File: src/rtl/div_unit_pkg.sv
// Shared definitions for the RV32M iterative divider: width, func3 encodings, FSM states.
package div_unit_pkg;

  localparam int XLEN = 32;

  localparam logic [2:0] DIV_F3  = 3'b100;
  localparam logic [2:0] DIVU_F3 = 3'b101;
  localparam logic [2:0] REM_F3  = 3'b110;
  localparam logic [2:0] REMU_F3 = 3'b111;

  typedef enum logic [1:0] {
    IDLE = 2'd0,
    RUN  = 2'd1,
    DONE = 2'd2
  } state_t;

endpackage

File: src/rtl/div_step.sv
// One radix-2 restoring division step: shift in the next dividend bit, subtract if it fits.
module div_step
  import div_unit_pkg::*;
(
  input  logic [XLEN-1:0] rem,
  input  logic            dvd_msb,
  input  logic [XLEN-1:0] divisor,
  output logic [XLEN-1:0] next_rem,
  output logic            q_bit
);

  // The shifted partial remainder needs XLEN+1 bits when the divisor exceeds 2^(XLEN-1).
  logic [XLEN:0] rem_shift;

  assign rem_shift = {rem, dvd_msb};
  assign q_bit     = (rem_shift >= {1'b0, divisor});
  assign next_rem  = q_bit ? (rem_shift[XLEN-1:0] - divisor) : rem_shift[XLEN-1:0];

endmodule

File: src/rtl/div_unit.sv
// Iterative RV32M DIV/DIVU/REM/REMU unit, one quotient bit per cycle, with busy/valid handshake.
module div_unit
  import div_unit_pkg::*;
(
  input  logic            clk,
  input  logic            rst_n,
  input  logic            start,
  input  logic [2:0]      func3,
  input  logic [XLEN-1:0] op_a,
  input  logic [XLEN-1:0] op_b,
  input  logic            flush,
  output logic            busy,
  output logic            valid,
  output logic [XLEN-1:0] result
);

  localparam logic [XLEN-1:0] INT_MIN = {1'b1, {(XLEN-1){1'b0}}};

  state_t          state, state_nx;
  logic [4:0]      count;
  logic [XLEN-1:0] rem, dvd, dvs;
  logic            is_rem, neg_q, neg_r;

  logic signed [XLEN-1:0] a_s, b_s;
  logic            is_signed, a_neg, b_neg, b_zero, ovf, special, accept;
  logic [XLEN-1:0] abs_a, abs_b, special_res;
  logic [XLEN-1:0] step_rem;
  logic            step_q;
  logic [XLEN-1:0] quot_nx;

  function automatic logic [XLEN-1:0] apply_sign(input logic [XLEN-1:0] v, input logic neg);
    return neg ? -v : v;
  endfunction

  assign a_s       = op_a;
  assign b_s       = op_b;
  assign is_signed = ~func3[0];
  assign a_neg     = is_signed && (a_s < 0);
  assign b_neg     = is_signed && (b_s < 0);
  assign b_zero    = (op_b == '0);
  assign ovf       = is_signed && (op_a == INT_MIN) && (op_b == '1);
  assign special   = b_zero || ovf;
  // -INT_MIN wraps to INT_MIN, which is still the correct unsigned magnitude.
  assign abs_a     = a_neg ? -op_a : op_a;
  assign abs_b     = b_neg ? -op_b : op_b;

  always_comb begin
    special_res = '0;
    if (b_zero)
      special_res = func3[1] ? op_a : '1;
    else
      special_res = func3[1] ? '0 : INT_MIN;
  end

  assign accept = start && func3[2] && !flush && (state != RUN);

  div_step u_step (
    .rem      (rem),
    .dvd_msb  (dvd[XLEN-1]),
    .divisor  (dvs),
    .next_rem (step_rem),
    .q_bit    (step_q)
  );

  // The dividend register doubles as the quotient: each step shifts a quotient bit into the LSB.
  assign quot_nx = {dvd[XLEN-2:0], step_q};

  always_ff @(posedge clk or negedge rst_n) begin
    if (!rst_n) state <= IDLE;
    else        state <= state_nx;
  end

  always_comb begin
    state_nx = state;
    if (flush) begin
      state_nx = IDLE;
    end else begin
      case (state)
        IDLE, DONE: begin
          if (accept) state_nx = special ? DONE : RUN;
          else        state_nx = IDLE;
        end
        RUN: begin
          if (count == 5'd31) state_nx = DONE;
        end
        default: state_nx = IDLE;
      endcase
    end
  end

  always_ff @(posedge clk or negedge rst_n) begin
    if (!rst_n) begin
      count  <= '0;
      rem    <= '0;
      dvd    <= '0;
      dvs    <= '0;
      is_rem <= 1'b0;
      neg_q  <= 1'b0;
      neg_r  <= 1'b0;
      result <= '0;
    end else if (accept) begin
      count  <= '0;
      rem    <= '0;
      dvd    <= abs_a;
      dvs    <= abs_b;
      is_rem <= func3[1];
      neg_q  <= (a_neg ^ b_neg) && !b_zero;
      neg_r  <= a_neg;
      if (special) result <= special_res;
    end else if (state == RUN && !flush) begin
      count <= count + 5'd1;
      rem   <= step_rem;
      dvd   <= quot_nx;
      if (count == 5'd31)
        result <= is_rem ? apply_sign(step_rem, neg_r) : apply_sign(quot_nx, neg_q);
    end
  end

  assign busy  = (state == RUN);
  assign valid = (state == DONE);

endmodule

File: config.mk
export PLATFORM = sky130hd
export DESIGN_NAME = div_unit
export DESIGN_NICKNAME = d
export VERILOG_FILES = /design/src/rtl/div_unit_pkg.sv /design/src/rtl/div_step.sv /design/src/rtl/div_unit.sv
export SDC_FILE = /design/constraint.sdc
export NUM_CORES = 1
export LEC_CHECK = 0
export BUFFER_PORTS_ARGS = -buffer_cell sky130_fd_sc_hd__buf_2
export CORE_ASPECT_RATIO = 2
export CORE_UTILIZATION = 50
export DETAILED_ROUTE_END_ITERATION = 6
export PLACE_DENSITY = 0.76
export SETUP_SLACK_MARGIN = 0.5
export SKIP_CTS_REPAIR_TIMING = 1
export SLEW_MARGIN = 20
export SYNTH_ARGS = -nofsm -noshare
export SYNTH_HDL_FRONTEND = slang
export SYNTH_SLANG_ARGS = --single-unit
File: constraint.sdc
create_clock -name clk -period 8.9 [get_ports clk]
set_input_delay 1.78 -clock clk [delete_from_list [all_inputs] [get_ports clk]]
set_output_delay 1.78 -clock clk [all_outputs]
set_load 0.03 [all_outputs]
==> metrics.md, run 1 <==
| Metric | Value |
|---|---|
| Max-slew violation count | 0 |
| RSZ-0062 raised after global routing | no |
| Cell taking the most area after synthesis | dfrtp_1 |
| Status | finished clean |
| Die Width | 109.9 microns |
| F_max | 172.6 MHz |
| Pre-Repair DR Iteration Count | 6 |
| Setup WS pre-CTS | 3.232 ns |
| Routed via count | 12162 |
| Setup crit end kind | flop |
| Clock Sinks | 138 |
| Nets | 1646 |
| Minimum clock period | 5.792 ns |
| Chip height | 217.9 microns |
| Fin. Hold Viols | 0 |
| Worst Setup Start Kind | flop |
| R2r setup slk | 3.11 ns |
| H-tree depth | 4 |
| Post-DP HPWL | 32.65 mm |
| Worst R2R Path Depth | 18 |
| Filler instances | 2201 |
| DRC Markers | 0 |
| Tot GR Track Use | 0.3800 |
| Library cells used by synthesis | 94 |
| Clk_lat worst skew | 0.45 ns |
| FF+latch area | 0.003453 sq mm |
| Ports | 105 |
| Drt wl/cell | 23.50 microns |
| I/O Buffers | 104 |
| Worst path cell trace | ha_1, a21o_1, a31oi_1, o2bb2ai_1, o311ai_4, nand2_4, clkinv_2, buf_4, mux2i_1, ha_1, inv_1, nor4_1, a41oi_1, a2111o_1, nand3b_4, o21ai_1, xor2_1, o21ai_1 |
| Design area | 0.01291 sq mm |
| Tot Pwr | 5355 uW |
| Post-place instance area | 0.01233 sq mm |
| Worst-path clk slew | 0.06 ns |
| Slowest CP cell | o311ai_4 |
| Slowest stage delay, CP | 0.56 ns |
| Mapped Area | 0.01165 sq mm |
| Total CTS buffers | 17 |
| Initial Util | 0.5124 |
| PD cells | 414.8 mW/mm^2 |
| Critical Path RT | 9.22 ns |
| CP Capture Point | result[30] |
| Most instantiated library cell after synthesis | nand2_1 |
| Vias in the first global route | 11983 |
| Arr. time, crit path | 6.12 ns |
| Final ANT Viol Nets | 0 |
| WL final | 42.99 mm |
| Max_cap viols | 0 |
| Top FF cell, synth | dfrtp_1 |
| Post-synth EDFFs | 0 |
| DR vias/cell | 6.650 |
| Final GP Congestion | 1.011 |
| Ys Warns | 0 |
| Final setup viols | 0 |
| Synth top area cells | dfrtp_1 30%, o21ai_0 7.4%, nand2_1 6.1% |
| Syn nets | 1593 |
| Fraction of registers with async set/reset | 1.000 |
| Worst Skew | 0.008088 ns |
| Layout area overhead | 10.79% |
| Final worst-path setup slack | 3.108 ns |
| Core area | 0.02274 sq mm |
| Synth top cells by count | 189 x nand2_1, 172 x o21ai_0, 138 x dfrtp_1 |
| Largest net degree at the start of global routing | 74 |
| First-pass GRT wire length | 66.87 mm |
| GRT overflow | 0 |
| FF+latch count, synth | 138 |
| Rel. slew slack | 0.2630 |
| Final TNS setup | 0 ns |
| Initial DRC Count | 812 |
| Layout cells sized above 1 | 0.1227 |
| Worst setup path category | flop to flop |
| Worst r2r dst | result[30] |
| Die area | 0.02396 sq mm |
| Synthesized instance count | 1482 |
| Average cell area after synthesis | 7.863 sq um |
| CTS tree | done |
| Area occupied by multi-input gates | 0.007654 sq mm |
| Period utilization | 0.6508 |
| Critical path origin | rem[7] |
| Reg2reg start | rem[7] |
| Std-Cell Rows | 78 |
| CTS max path bufs | 2 |
| Worst Path Max Fanout | 45 |
| Root buf cell | clkbuf_16 |
| Hold WC Path Type | flop to flop |
| Register area share after synthesis | 0.2964 |
| Worst IR Drop VDD | 0.1990 mV |
| Pleak | 0.005572 uW |
| Initial antenna violation count | 0 |
| Top-area cell type share of the netlist area | 0.2964 |
| Slew @ Worst Pin | 1.106 ns |
[sequential cells by signal, summed over array words and instances, names as in the netlist]
name    flops
dvd        32
dvs        32
rem        32
result     32
count       5
state       2
is_rem      1
neg_q       1
neg_r       1
[cell usage in the layout, fill, tap and decap left out, types with 5 or more instances in the layout]
| cell type | n |
|---|---|
| a211oi_1 | 12 |
| a21o_1 | 20 |
| a21oi_1 | 118 |
| a221oi_1 | 7 |
| a22o_1 | 15 |
| a22oi_1 | 9 |
| a31oi_1 | 9 |
| a41oi_1 | 6 |
| and2_1 | 10 |
| and3_1 | 16 |
| and4_1 | 10 |
| buf_2 | 103 |
| buf_4 | 17 |
| clkbuf_16 | 17 |
| dfrtp_1 | 138 |
| ha_1 | 39 |
| inv_1 | 56 |
| mux2i_1 | 14 |
| nand2_1 | 189 |
| nand2b_1 | 11 |
| nand3_1 | 21 |
| nand4_1 | 18 |
| nor2_1 | 98 |
| nor2b_1 | 8 |
| nor3_1 | 31 |
| nor4_1 | 18 |
| o211ai_1 | 14 |
| o21a_1 | 10 |
| o21ai_0 | 172 |
| o21ai_1 | 14 |
| o221ai_1 | 5 |
| o22a_1 | 8 |
| o22ai_1 | 16 |
| o31ai_1 | 30 |
| o41ai_1 | 8 |
| or3_1 | 20 |
| or4_1 | 13 |
| xnor2_1 | 69 |
| xor2_1 | 60 |
[cell families (layout without fill, tap and decap cells)]
family,after synthesis,count (layout),share of synthesized area
adders and majority gates,40,40,0.04360
other,0,1,0
buffers and inverters,145,211,0.04907
AOI/OAI and AO/OA,531,531,0.2984
DFF,138,138,0.2964
and+or+nand+nor,483,483,0.2017
muxes,16,16,0.01396
xor gates and xnor gates,129,129,0.09696
[per-stage QoR]
step	utilization	hold slack [ns]	cells
3_5_place_dp	0.5423	0.4683	1796
5_1_grt	0.5676	0.5037	1828
4_1_cts	0.5676	0.4815	1828
6_report	0.5677	0.4756	1829
2_1_floorplan	-	0.4498	1482
3_3_place_gp	0.5423	0.4538	1796
[worst max-delay path, delay by kind of cell (launching register included)]
family / cells / cell delay, ns
flip-flops: 1 / 0.47
AO/OA/AOI/OAI: 8 / 2.17
buffers and inverters: 3 / 0.60
AND/OR/NAND/NOR: 3 / 1.10
multiplexers: 1 / 0.33
XOR/XNOR: 1 / 0.19
adder cells (fa/ha/maj): 2 / 0.76
[power by group]
part           internal [uW]  total, uW  switching, uW
Clock                    413        713            300
Sequential               824       1060            232
Combinational           1230       3590           2360
[routing by layer]
| layer | share of wire | GRT usage | routed length [microns] |
|---|---|---|---|
| met4 | 0.10 | 0.3378 | 4472 |
| met3 | 0.056 | 0.05977 | 2394 |
| met5 | 0 | 0 | 0 |
| met2 | 0.51 | 0.6546 | 22010 |
| met1 | 0.33 | 0.3837 | 14110 |
[cell type report]
type	instances	area share
multi-input combinational	1199	0.5928
clock buffer	22	0.03751
timing repair buffer	121	0.05069
clock inverter	10	0.007172
antenna	1	0.0001938
sequential	138	0.2675
inverter	58	0.01696
tap	280	0.02714
[worst min path at each step]
stage	from	end	slack, ns	cells after the start
finish	result[16]	result[16]	0.48	2
global route	dvs[26]	dvs[26]	0.50	2
CTS	result[16]	result[16]	0.48	2
detailed placement	result[16]	result[16]	0.47	2
global placement	result[16]	result[16]	0.45	2
floorplan	dvs[10]	dvs[10]	0.45	2
(Power assumes the default switching activity.)
==> run 2: changes to the inputs <==
Clock period 8.9 ns to 5.4 ns, I/O delays scaled along.
==> metrics.md, run 2 (synthesis gave the netlist of run 1 again) <==
| Metric | Value |
|---|---|
| Status | finished clean (unchanged) |
| Pleak | 0.005632 uW (was 0.005572 uW) |
| Initial DRC Count | 872 (was 812) |
| Initial Util | 0.5124 (unchanged) |
| Largest net degree at the start of global routing | 102 (was 74) |
| Die Width | 109.9 microns (unchanged) |
| Max-slew violation count | 0 (unchanged) |
| Layout area overhead | 12.60% (was 10.79%) |
| Pre-Repair DR Iteration Count | 7 (was 6) |
| Worst-path clk slew | 0.07 ns (was 0.06 ns) |
| F_max | 213.6 MHz (was 172.6 MHz) |
| Crit-path most repeated cell | ha_2 |
| RSZ-0062 raised after global routing | yes (was no) |
| Fin. Hold Viols | 0 (unchanged) |
| H-tree depth | 4 (unchanged) |
| Final ANT Viol Nets | 0 (unchanged) |
| Worst Setup Start Kind | flop (unchanged) |
| Final GP Congestion | 0.9801 (was 1.011) |
| Worst IR Drop VDD | 0.3722 mV (was 0.1990 mV) |
| Worst Skew | 0.008325 ns (was 0.008088 ns) |
| I/O Buffers | 104 (unchanged) |
| Drt wl/cell | 24.09 microns (was 23.50 microns) |
| Root buf cell | clkbuf_16 (unchanged) |
| Final std cells w/o fill | 1842 (was 1829) |
| Worst path cell trace | ha_2, and4_1, nand3_1, or4_4, o211a_4, nand2_4, clkinv_2, mux2i_1, ha_2, inv_1, nor4_2, a41oi_1, a2111o_1, nand3b_4, o31ai_2, xnor2_1, o21ai_1 (was ha_1, a21o_1, a31oi_1, o2bb2ai_1, o311ai_4, nand2_4, clkinv_2, buf_4, mux2i_1, ha_1, inv_1, nor4_1, a41oi_1, a2111o_1, nand3b_4, o21ai_1, xor2_1, o21ai_1) |
| Core area | 0.02274 sq mm (unchanged) |
| Final TNS setup | 0 ns (unchanged) |
| Most frequent cells in the layout | 189 x nand2_1, 171 x o21ai_0, 138 x dfrtp_1, 116 x a21oi_1, 103 x buf_2 (was 189 x nand2_1, 172 x o21ai_0, 138 x dfrtp_1, 118 x a21oi_1, 103 x buf_2) |
| Setup WS pre-CTS | 0.4905 ns (was 3.232 ns) |
| Nets | 1659 (was 1646) |
| Layout cells sized above 1 | 0.1454 (was 0.1227) |
| Post-DP HPWL | 34.35 mm (was 32.65 mm) |
| Std-Cell Rows | 78 (unchanged) |
| Die area | 0.02396 sq mm (unchanged) |
| Worst setup path category | flop to flop (unchanged) |
| First-pass GRT wire length | 68.46 mm (was 66.87 mm) |
| PD cells | 698.7 mW/mm^2 (was 414.8 mW/mm^2) |
| Slowest stage delay, CP | 0.60 ns (was 0.56 ns) |
| Setup crit end kind | flop (unchanged) |
| Ports | 105 (unchanged) |
| Clock Sinks | 138 (unchanged) |
| Minimum clock period | 4.683 ns (was 5.792 ns) |
| Tot GR Track Use | 0.3896 (was 0.3800) |
| Rel. slew slack | 0.2468 (was 0.2630) |
| CTS max path bufs | 2 (unchanged) |
| Vias in the first global route | 12146 (was 11983) |
| Arr. time, crit path | 5.00 ns (was 6.12 ns) |
| Final worst-path setup slack | 0.7173 ns (was 3.108 ns) |
| Critical Path RT | 5.72 ns (was 9.22 ns) |
| Most common cell after layout, fill and taps aside | nand2_1 (unchanged) |
| Final core utilization | 0.5770 (was 0.5677) |
| Initial antenna violation count | 0 (unchanged) |
| GRT overflow | 0 (unchanged) |
| Final setup viols | 0 (unchanged) |
| Total CTS buffers | 17 (unchanged) |
| CTS tree | done (unchanged) |
| Clk_lat worst skew | 0.45 ns (about the same) |
| DR vias/cell | 6.592 (was 6.650) |
| Slowest CP cell | or4_4 (was o311ai_4) |
| Routed via count | 12143 (was 12162) |
| DRC Markers | 0 (unchanged) |
| Placed cell count | 1806 (was 1796) |
| Slew @ Worst Pin | 1.127 ns (was 1.106 ns) |
| WL final | 44.37 mm (was 42.99 mm) |
| Tot Pwr | 9167 uW (was 5355 uW) |
| Hold WC Path Type | flop to flop (unchanged) |
| Worst Path Max Fanout | 16 (was 45) |
| Chip height | 217.9 microns (unchanged) |
| Period utilization | 0.8672 (was 0.6508) |
| Max_cap viols | 0 (unchanged) |
run 2: changes by cell type in the layout (fill, tap and decap cells not counted), sizes merged:
cell / delta
buf: +13
inv: +5
clkbuf: -4
clkinvlp: -2
bufinv: +1
run 2: report_power, final:
| group | total, uW | switching, uW | internal, uW | leakage [uW] |
|---|---|---|---|---|
| sequential | 1750 | 391 | 1360 | 0.00175 |
| combinational | 6180 | 4020 | 2160 | 0.00359 |
| clock | 1230 | 531 | 704 | 0.000291 |
| total | 9170 | 4940 | 4220 | 0.00563 |
run 2: path summary, 6_finish.rpt:
check	start	end	slack [ns]	cells past startpoint
worst max-delay path	rem[21]	result[28]	0.72	17
worst min-delay path	result[3]	result[3]	0.48	2
worst max register to register	rem[21]	result[28]	0.72	17
worst min register to register	result[3]	result[3]	0.48	2
max in group asynchronous	rst_n	dvs[29]	3.57	2
min in group asynchronous	rst_n	state[1]	0.70	1
run 2: area by class of cell:
| type | instances | area, sq um |
|---|---|---|
| Clock inverter | 14 | 163.9 |
| Antenna cell | 1 | 2.502 |
| Sequential cell | 138 | 3453 |
| Timing Repair Buffer | 134 | 755.7 |
| Inverter | 58 | 219.0 |
| Tap cell | 280 | 350.3 |
| Multi-Input combinational cell | 1199 | 7736 |
| Clock buffer | 18 | 439.2 |
| Fill cell | 2157 | 9619 |
run 2: per-stage QoR:
stage | hold WS, ns | instance area (sq um)
finish | 0.4784 | 13120
global route | 0.4976 | 13120
CTS | 0.4835 | 13010
detailed placement | 0.4687 | 12410
global placement | 0.4578 | 12410
floorplan | 0.4498 | 11650
run 2: critical path: cells and delay by family, from the launching register on:
kind                     cells  cell delay (ns)
AO/OA/AOI/OAI                5             1.08
XOR/XNOR                     1             0.17
adder cells (fa/ha/maj)      2             0.70
buffers and inverters        2             0.18
flip-flops                   1             0.43
multiplexers                 1             0.21
AND/OR/NAND/NOR              6             1.77
run 2: per-layer routing:
layer  global-route usage  part of all wire
met5                    0                 0
met4               0.3560              0.11
met3              0.05619             0.054
met2               0.6725              0.51
met1               0.3912              0.33
==> run 3: changes to the inputs <==
==> constraint.sdc (replaced) <==
create_clock -name clk -period 5.4 [get_ports clk]
set_input_delay 1.62 -clock clk [delete_from_list [all_inputs] [get_ports clk]]
set_output_delay 1.62 -clock clk [all_outputs]
set_load 0.03 [all_outputs]
==> metrics.md, run 3 (synthesis gave the netlist of run 1 again) <==
| Metric | Value |
|---|---|
| Final worst-path setup slack | 0.7548 ns (was 0.7173 ns) |
| Clock share of power | 0.141 (was 0.135) |
| Initial Util | 0.5124 (unchanged) |
| DR WL met2 | 21.67 mm (was 22.73 mm) |
| Slowest CP cell | or4_4 (unchanged) |
| Worst IR Drop VDD | 0.3839 mV (was 0.3722 mV) |
| R2r setup slk | 0.75 ns (was 0.72 ns) |
| Worst R2R Path Depth | 18 (was 17) |
| Largest net degree at the start of global routing | 68 (was 102) |
| Rel. slew slack | 0.2472 (was 0.2468) |
| RSZ-0062 raised after global routing | no (was yes) |
| DRC Markers | 0 (unchanged) |
| CTS max path bufs | 2 (unchanged) |
| Status | finished clean (unchanged) |
| Layout cells sized above 1 | 0.1372 (was 0.1454) |
| Total CTS buffers | 17 (unchanged) |
| Arr. time, crit path | 4.97 ns (was 5.00 ns) |
| Post-DP HPWL | 33.17 mm (was 34.35 mm) |
| Worst Skew | 0.008498 ns (was 0.008325 ns) |
| Max-slew violation count | 0 (unchanged) |
| Final setup viols | 0 (unchanged) |
| Hold WC Path Type | flop to flop (unchanged) |
| H-tree depth | 4 (unchanged) |
| Pint | 4251 uW (was 4224 uW) |
| Fin. Hold Viols | 0 (unchanged) |
| Slew @ Worst Pin | 1.128 ns (was 1.127 ns) |
| Vias in the first global route | 11818 (was 12146) |
| Layout area overhead | 12.53% (was 12.60%) |
| Nets | 1665 (was 1659) |
| Drt wl/cell | 23.05 microns (was 24.09 microns) |
| Max_cap viols | 0 (unchanged) |
| Met3 wire len | 2.085 mm (was 2.402 mm) |
| Initial antenna violation count | 1 (was 0) |
| Comb pwr share | 0.664 (was 0.675) |
| Setup WS pre-CTS | 0.3795 ns (was 0.4905 ns) |
| Most common cell after layout, fill and taps aside | nand2_1 (unchanged) |
| Clock Sinks | 138 (unchanged) |
| Ports | 105 (unchanged) |
| DR vias/cell | 6.478 (was 6.592) |
| Routed via count | 11965 (was 12143) |
| CTS tree | done (unchanged) |
| Slowest stage delay, CP | 0.61 ns (was 0.60 ns) |
| Reg2reg start | dvs[22] (was rem[21]) |
| Final ANT Viol Nets | 0 (unchanged) |
| Pre-Repair DR Iteration Count | 5 (was 7) |
| Worst r2r dst | result[30] (was result[28]) |
| Most frequent cells in the layout | 189 x nand2_1, 172 x o21ai_0, 138 x dfrtp_1, 117 x a21oi_1, 103 x buf_2 (was 189 x nand2_1, 171 x o21ai_0, 138 x dfrtp_1, 116 x a21oi_1, 103 x buf_2) |
| Minimum clock period | 4.645 ns (was 4.683 ns) |
| Worst path cell trace | inv_1, ha_1, and4_1, nand3_1, or4_4, o211a_4, nand2_4, clkinv_2, mux2i_1, ha_1, inv_1, nor4_2, a41oi_1, a2111o_1, nand3b_4, o21ai_1, xor2_1, o21ai_1 (was ha_2, and4_1, nand3_1, or4_4, o211a_4, nand2_4, clkinv_2, mux2i_1, ha_2, inv_1, nor4_2, a41oi_1, a2111o_1, nand3b_4, o31ai_2, xnor2_1, o21ai_1) |
| Final TNS setup | 0 ns (unchanged) |
| Switching pwr | 4765 uW (was 4944 uW) |
| Chip height | 217.9 microns (unchanged) |
| Worst-path clk slew | 0.06 ns (was 0.07 ns) |
| Clk_lat worst skew | 0.45 ns (about the same) |
| Pleak | 0.005688 uW (was 0.005632 uW) |
| Tot GR Track Use | 0.3754 (was 0.3896) |
| GRT overflow | 0 (unchanged) |
| WL final | 42.57 mm (was 44.37 mm) |
| Worst Path Max Fanout | 8 (was 16) |
| Die Width | 109.9 microns (unchanged) |
| PD cells | 687.6 mW/mm^2 (was 698.7 mW/mm^2) |
| Period utilization | 0.8602 (was 0.8672) |
| Diodes inserted | 0 (was 1) |
| First-pass GRT wire length | 66.07 mm (was 68.46 mm) |
| Root buf cell | clkbuf_16 (unchanged) |
| Std-Cell Rows | 78 (unchanged) |
| Hold Crit Endpoint | result[16] (was result[3]) |
| I/O Buffers | 104 (unchanged) |
| Critical Path RT | 5.72 ns (about the same) |
| Flop pwr share | 0.195 (was 0.191) |
| Die area | 0.02396 sq mm (unchanged) |
| F_max | 215.3 MHz (was 213.6 MHz) |
| Worst setup path category | flop to flop (unchanged) |
| Top layer in use | met4 (unchanged) |
| Worst Setup Start Kind | flop (unchanged) |
| Net Sw Frac | 0.5285 (was 0.5393) |
| WL met1 | 14.43 mm (was 14.56 mm) |
| Hold wc startpoint | result[16] (was result[3]) |
| Final GP Congestion | 1.008 (was 0.9801) |
| Initial DRC Count | 793 (was 872) |
| Hold Crit Depth | 2 (unchanged) |
| Setup crit end kind | flop (unchanged) |
| Core area | 0.02274 sq mm (unchanged) |
==> run 3: changes by cell type in the layout (fill, tap and decap cells not counted), moves of 2 or more <==
cell and change:
clkinv_2 +3, buf_4 +7, ha_1 +15, bufinv_16 +2, inv_8 -2, ha_2 -13
clkinv_4 -2, ha_4 -2
==> run 3: final cells by class <==
class / count / area, sq um
Fill cell: 2132 / 9627
Tap cell: 280 / 350.3
Timing Repair Buffer: 140 / 797.0
Multi-Input combinational cell: 1199 / 7670
Sequential cell: 138 / 3453
Clock buffer: 17 / 425.4
Clock inverter: 15 / 197.7
Inverter: 58 / 219.0
==> run 3: how the worst max path moves through the flow <==
stage | to | slack (ns) | depth (start not counted) | from
2_1_floorplan | result[28] | 0.71 | 20 | rem[12]
3_3_place_gp | result[24] | 0.59 | 13 | op_b[6]
3_5_place_dp | result[24] | 0.38 | 13 | op_b[6]
4_1_cts | result[30] | 0.75 | 17 | rem[8]
5_1_grt | result[30] | 0.50 | 17 | rem[7]
6_report | result[30] | 0.75 | 18 | dvs[22]
==> run 3: worst max-delay path, delay by kind of cell (launching register included) <==
kind,cells,cell delay (ns)
AND/OR/NAND/NOR,6,1.71
adder cells (fa/ha/maj),2,0.68
AO/OA/AOI/OAI,5,1.08
multiplexers,1,0.25
buffers and inverters,3,0.26
XOR/XNOR,1,0.19
flip-flops,1,0.34
==> run 3: power by group through the flow <==
stage                     Sequential (uW)  Combinational (uW)  Clock, uW
after floorplan                      1810                4060          0
after global placement               1740                5770          0
after detailed placement             1740                5780          0
after CTS                            1730                5840       1280
after global routing                 1780                6480       1320
final                                1750                5990       1270
==> run 3: metrics by stage <==
stage / instance area, sq um / std cells / hold WS (ns) / util / power [uW]
after floorplan: 11650 / 1482 / 0.4498 / - / 5870
after global placement: 12470 / 1814 / 0.4517 / 0.5483 / 7511
after detailed placement: 12470 / 1814 / 0.4599 / 0.5483 / 7521
after CTS: 13090 / 1846 / 0.4736 / 0.5757 / 8844
after global routing: 13110 / 1847 / 0.5047 / 0.5766 / 9570
final: 13110 / 1847 / 0.4682 / 0.5766 / 9016
==> run 3: metal layers <==
metal  GRT usage  vias up
li1            -     5581
met4      0.3356        0
met3     0.05140      179
met5           0        -
met2      0.6452      504
met1      0.3844     5701
